$ cat config.mk
export PLATFORM = sky130hd
export DESIGN_NAME = pe_feeder
export DESIGN_NICKNAME = d
export VERILOG_FILES = /design/src/rtl/pe_feeder.sv
export SDC_FILE = /design/constraint.sdc
export NUM_CORES = 1
export LEC_CHECK = 0
export ABC_AREA = 1
export CORE_UTILIZATION = 60
export CTS_CLUSTER_SIZE = 28
export DETAILED_ROUTE_END_ITERATION = 8
export PLACE_DENSITY_LB_ADDON = 0.12
export SYNTH_ARGS = -nofsm -noshare
export SYNTH_HDL_FRONTEND = slang
export SYNTH_SLANG_ARGS = --single-unit
$ cat constraint.sdc
create_clock -name clk -period 2.62 [get_ports clk]
set_input_delay 0.393 -clock clk [delete_from_list [all_inputs] [get_ports clk]]
set_output_delay 0.393 -clock clk [all_outputs]
set_load 0.01 [all_outputs]
$ cat src/rtl/pe_feeder.sv
// pe_feeder: host-loaded A/B operand buffers streamed to a PE.
// Sends start, then len A words, then len B words, then done.
//
// Ports:
//   clk, rst_n         clock, async active-low reset
//   hwe/hsel/haddr/    host write into A (hsel=0) or B (hsel=1)
//   hdata              buffer; accepted only while idle
//   go, max_cntr       run request and words per stream (clamped to 16)
//   aff, bff           PE side full; stalls the current word
//   start, done        single-cycle sequence pulses
//   awe/a_out          A word valid and data (0 when not valid)
//   bwe/b_out          B word valid and data (0 when not valid)
//   busy               high in every state except idle
module pe_feeder (
   input  logic        clk,
   input  logic        rst_n,
   input  logic        hwe,
   input  logic        hsel,
   input  logic [3:0]  haddr,
   input  logic [15:0] hdata,
   input  logic        go,
   input  logic [7:0]  max_cntr,
   input  logic        aff,
   input  logic        bff,
   output logic        start,
   output logic        awe,
   output logic [15:0] a_out,
   output logic        bwe,
   output logic [15:0] b_out,
   output logic        busy,
   output logic        done
);

   typedef enum logic [2:0] {
      IDLE,
      START,
      SENDA,
      SENDB,
      DONE
   } state_t;

   state_t      state;
   logic [4:0]  len;
   logic [3:0]  idx;
   logic [3:0]  idx_nxt;
   logic        last;

   logic [15:0] mem_a [16];
   logic [15:0] mem_b [16];

   assign idx_nxt = idx + 4'd1;
   // len is 1..16 whenever this is consulted
   assign last    = ({1'b0, idx} == (len - 5'd1));

   // Buffers are not reset; contents survive rst_n.
   always_ff @(posedge clk) begin
      if (hwe && state == IDLE) begin
         if (hsel)
            mem_b[haddr] <= hdata;
         else
            mem_a[haddr] <= hdata;
      end
   end

   always_ff @(posedge clk or negedge rst_n) begin
      if (!rst_n) begin
         state <= IDLE;
         len   <= '0;
         idx   <= '0;
         start <= 1'b0;
         awe   <= 1'b0;
         a_out <= '0;
         bwe   <= 1'b0;
         b_out <= '0;
         busy  <= 1'b0;
         done  <= 1'b0;
      end else begin
         start <= 1'b0;
         done  <= 1'b0;
         unique case (state)
            IDLE: begin
               if (go && max_cntr != 8'd0) begin
                  len   <= (max_cntr > 8'd16) ? 5'd16
                                              : max_cntr[4:0];
                  idx   <= '0;
                  state <= START;
                  start <= 1'b1;
                  busy  <= 1'b1;
               end
            end
            START: begin
               state <= SENDA;
               idx   <= '0;
               awe   <= 1'b1;
               a_out <= mem_a[0];
            end
            SENDA: begin
               if (!aff) begin
                  if (last) begin
                     // hand over to B with no idle gap
                     state <= SENDB;
                     idx   <= '0;
                     awe   <= 1'b0;
                     a_out <= '0;
                     bwe   <= 1'b1;
                     b_out <= mem_b[0];
                  end else begin
                     idx   <= idx_nxt;
                     a_out <= mem_a[idx_nxt];
                  end
               end
            end
            SENDB: begin
               if (!bff) begin
                  if (last) begin
                     state <= DONE;
                     idx   <= '0;
                     bwe   <= 1'b0;
                     b_out <= '0;
                     done  <= 1'b1;
                  end else begin
                     idx   <= idx_nxt;
                     b_out <= mem_b[idx_nxt];
                  end
               end
            end
            DONE: begin
               state <= IDLE;
               busy  <= 1'b0;
            end
            default: begin
               state <= IDLE;
            end
         endcase
      end
   end

endmodule

==> impl_metrics.ini <==
[logic_synthesis]
ys.warnings.count = 0
synth_top_area_frac = 0.670
seq_area_frac_synth = 0.724
synth_nets = 2027
synth_edf_count = 512
synthArstFlopShare = 0.0873
syn_area_mm2 = 0.0229
post_synth.cell_area_avg_um2 = 11.5
ys_types = 32
synth_largest_area_cell = edfxtp_1
syn_inst = 1990
synthTopCellsByArea = edfxtp_1 (67%), nand2_1 (10%), nand3_1 (10%), dfrtp_1 (5.3%), buf_2 (1.5%)
ys.flop_type = edfxtp_1
ys_ff_latch = 561

[grt]
track_usage = 0.298
grt_overflow_total = 0
antenna_found_initial = 1
grt_pass1_wl_mm = 85.6
grt_pass1_vias = 14900
grt_max_degree = 186

[timing]
finalCriticalPeriod_ns = 2.32
setup_viol = 0
finalClockSkew_ns = 0.0134
rsz0062_at_grt = false
slew_headroom = 0.372
setup_tns_ns = 0
fmax_ghz = 0.432
tightest_slew_ns = 0.942
hold_viol_final = 0
period_share = 0.884
whs_ns = 0.383
report.final.slew_viol_count = 0

[cts]
clkLatencyLatePin_ns = 0.58
cts_sinks = 561
cts_resized = 0
cts.htree.levels = 2
cts_root_buf = clkbuf_16
clk_pin_slew_ns = 0.06
cts_tree = yes
cts_buffers = 55
cts_buffer_depth = 3

[finish]
area_growth_pct = 14.7
final_core_util = 0.698
drive_gt1_frac = 0.0921
nets = 2122
num_antenna_cells = 0
stdcell_area_mm2 = 0.0263

[critical_path]
required_ns = 2.88
critPathKind = flop to flop
r2r_end = mem_b[6][6]$_DFFE_PP_
worstPathArrival_ns = 2.57
r2r_cells = 6
endpoint_kind = flop
startpoint_type = flop
reg2reg_slack_ns = 0.30
regToRegStartpoint = state[2]$_DFFE_PN0P_
setup.worst_path.end = mem_b[6][6]$_DFFE_PP_
cp_max_fo = 16
crit_path_start = state[2]$_DFFE_PN0P_

[drt]
dr.pass1.iters = 6
drt_iter0_drc = 1592
ant_nets = 0
routedWlPerCell_um = 21.5
drc_errors = 0
vias_per_cell = 5.89
drt-total-wl_mm = 56.7
vias = 15600

[floorplanning]
die_w_um = 197
initial_core_util = 0.609
die_area_mm2 = 0.0390
core_mm2 = 0.0377
pin_count = 72
die_y_um = 197
rows = 71

[placement]
place_hpwl_mm = 32.6
portBuffers = 71
globalplace.congestion = 0.873
postPlaceCellArea_mm2 = 0.0245

[power_and_ir_drop]
p_leak_uw = 0.00962
worst_ir_drop_vdd_mv = 1.10
pwr_density_cell_mw_per_mm2 = 1070

[min_path]
hp-class = input pin to asynchronous set/reset pin

[run_status]
status = complete, no violations

[job]
drv_cap = 0
==> stage by stage <==
stage,power [uW],std cells,worst slack [ns]
CTS,28100,2639,0.241
global route,29500,2640,0.0708
global placement,20200,2537,0.293
detailed placement,20400,2537,0.192
floorplan,17100,1990,0.395
finish,28100,2640,0.304
==> cells in the mapped netlist (2+ instances only) <==
cell type and number:
a21oi_1 32, buf_1 14, buf_2 69, buf_4 3, clkbuf_1 31, dfrtp_1 49, edfxtp_1 512, ha_1 2
inv_1 19, inv_2 14, nand2_1 633, nand2_4 3, nand3_1 464, nand3_2 2, nand4_1 17, nor2_1 81
nor2_2 4, nor2_4 2, o211ai_1 3, o21ai_0 19, o21ai_1 5, xor2_1 2
==> layer usage <==
metal,GRT usage,vias up,wire length [um]
li1,-,7170,-
met1,0.430,7477,22800
met2,0.453,803,26100
met3,0.0594,102,6330
met4,0.109,2,1490
met5,0,-,13
==> power breakdown <==
part / internal, uW / total, uW / switching [uW]
clock network: 4550 / 7750 / 3210
logic: 3270 / 9870 / 6600
registers: 10200 / 10400 / 275
==> registers in the layout, indices dropped and copies added (netlist names) <==
register	cells
done	1
state	3
start	1
idx	4
busy	1
len	5
awe	1
bwe	1
b_out	16
mem_b	256
a_out	16
mem_a	256
==> placed cells by master (no fill, tap or decap), types with 2 or more instances in the layout <==
| cell | count |
|---|---|
| buf_4 | 76 |
| clkbuf_1 | 18 |
| clkdlybuf4s50_1 | 70 |
| bufinv_16 | 5 |
| nand3_1 | 464 |
| nand4_1 | 17 |
| edfxtp_1 | 512 |
| a21oi_1 | 32 |
| nand3_2 | 2 |
| clkbuf_8 | 3 |
| clkinv_2 | 8 |
| nor2_4 | 2 |
| buf_12 | 8 |
| o21ai_1 | 5 |
| inv_2 | 13 |
| nand2_2 | 2 |
| o211ai_1 | 3 |
| clkinv_1 | 9 |
| inv_1 | 18 |
| clkbuf_16 | 57 |
| nand2_4 | 3 |
| nor2_2 | 4 |
| dfrtp_1 | 48 |
| nand2_1 | 632 |
| o21ai_0 | 19 |
| nor2_1 | 81 |
==> how the worst min path moves through the flow <==
stage	endpoint	slack (ns)	cells after the start
2_1_floorplan	a_out[0]$_DFFE_PN0P_	0.1	0
3_3_place_gp	b_out[8]$_DFFE_PN0P_	0.45	1
3_5_place_dp	b_out[8]$_DFFE_PN0P_	0.46	1
4_1_cts	b_out[13]$_DFFE_PN0P_	0.38	2
5_1_grt	b_out[8]$_DFFE_PN0P_	0.45	2
6_report	b_out[8]$_DFFE_PN0P_	0.38	2
==> layout make-up <==
cell class | count | area, um^2
multi-input combinational | 1278 | 5700
inverter | 33 | 134
timing repair buffer | 156 | 1450
fill | 2701 | 11400
clock buffer | 78 | 1540
tap | 511 | 639
clock inverter | 23 | 231
sequential | 561 | 16600
==> critical path: stages, from the launching register on <==
cell	delay (ns)
dfrtp_1	0.46
nor2_1	0.17
nand2_1	0.10
inv_1	0.20
nand3_1	0.48
nor2_1	0.26
buf_4	0.32
==> logic make-up (layout without fill, tap and decap cells) <==
logic type / after synthesis / in the layout / share of synthesized area
compound gates: 62 / 62 / 0.0147
xor+xnor: 2 / 2 / 0.000764
fa+ha+maj: 2 / 2 / 0.00109
buf+inv: 151 / 290 / 0.0293
flops: 561 / 561 / 0.724
simple gates: 1212 / 1212 / 0.230
==> repair_timing <==
item,CTS,global route
hold endpoints to repair,25,0
hold buffers,1,0
buffers inserted,0,1
setup endpoints to repair,0,16
No activity file was read; power rests on OpenSTA's default activity.
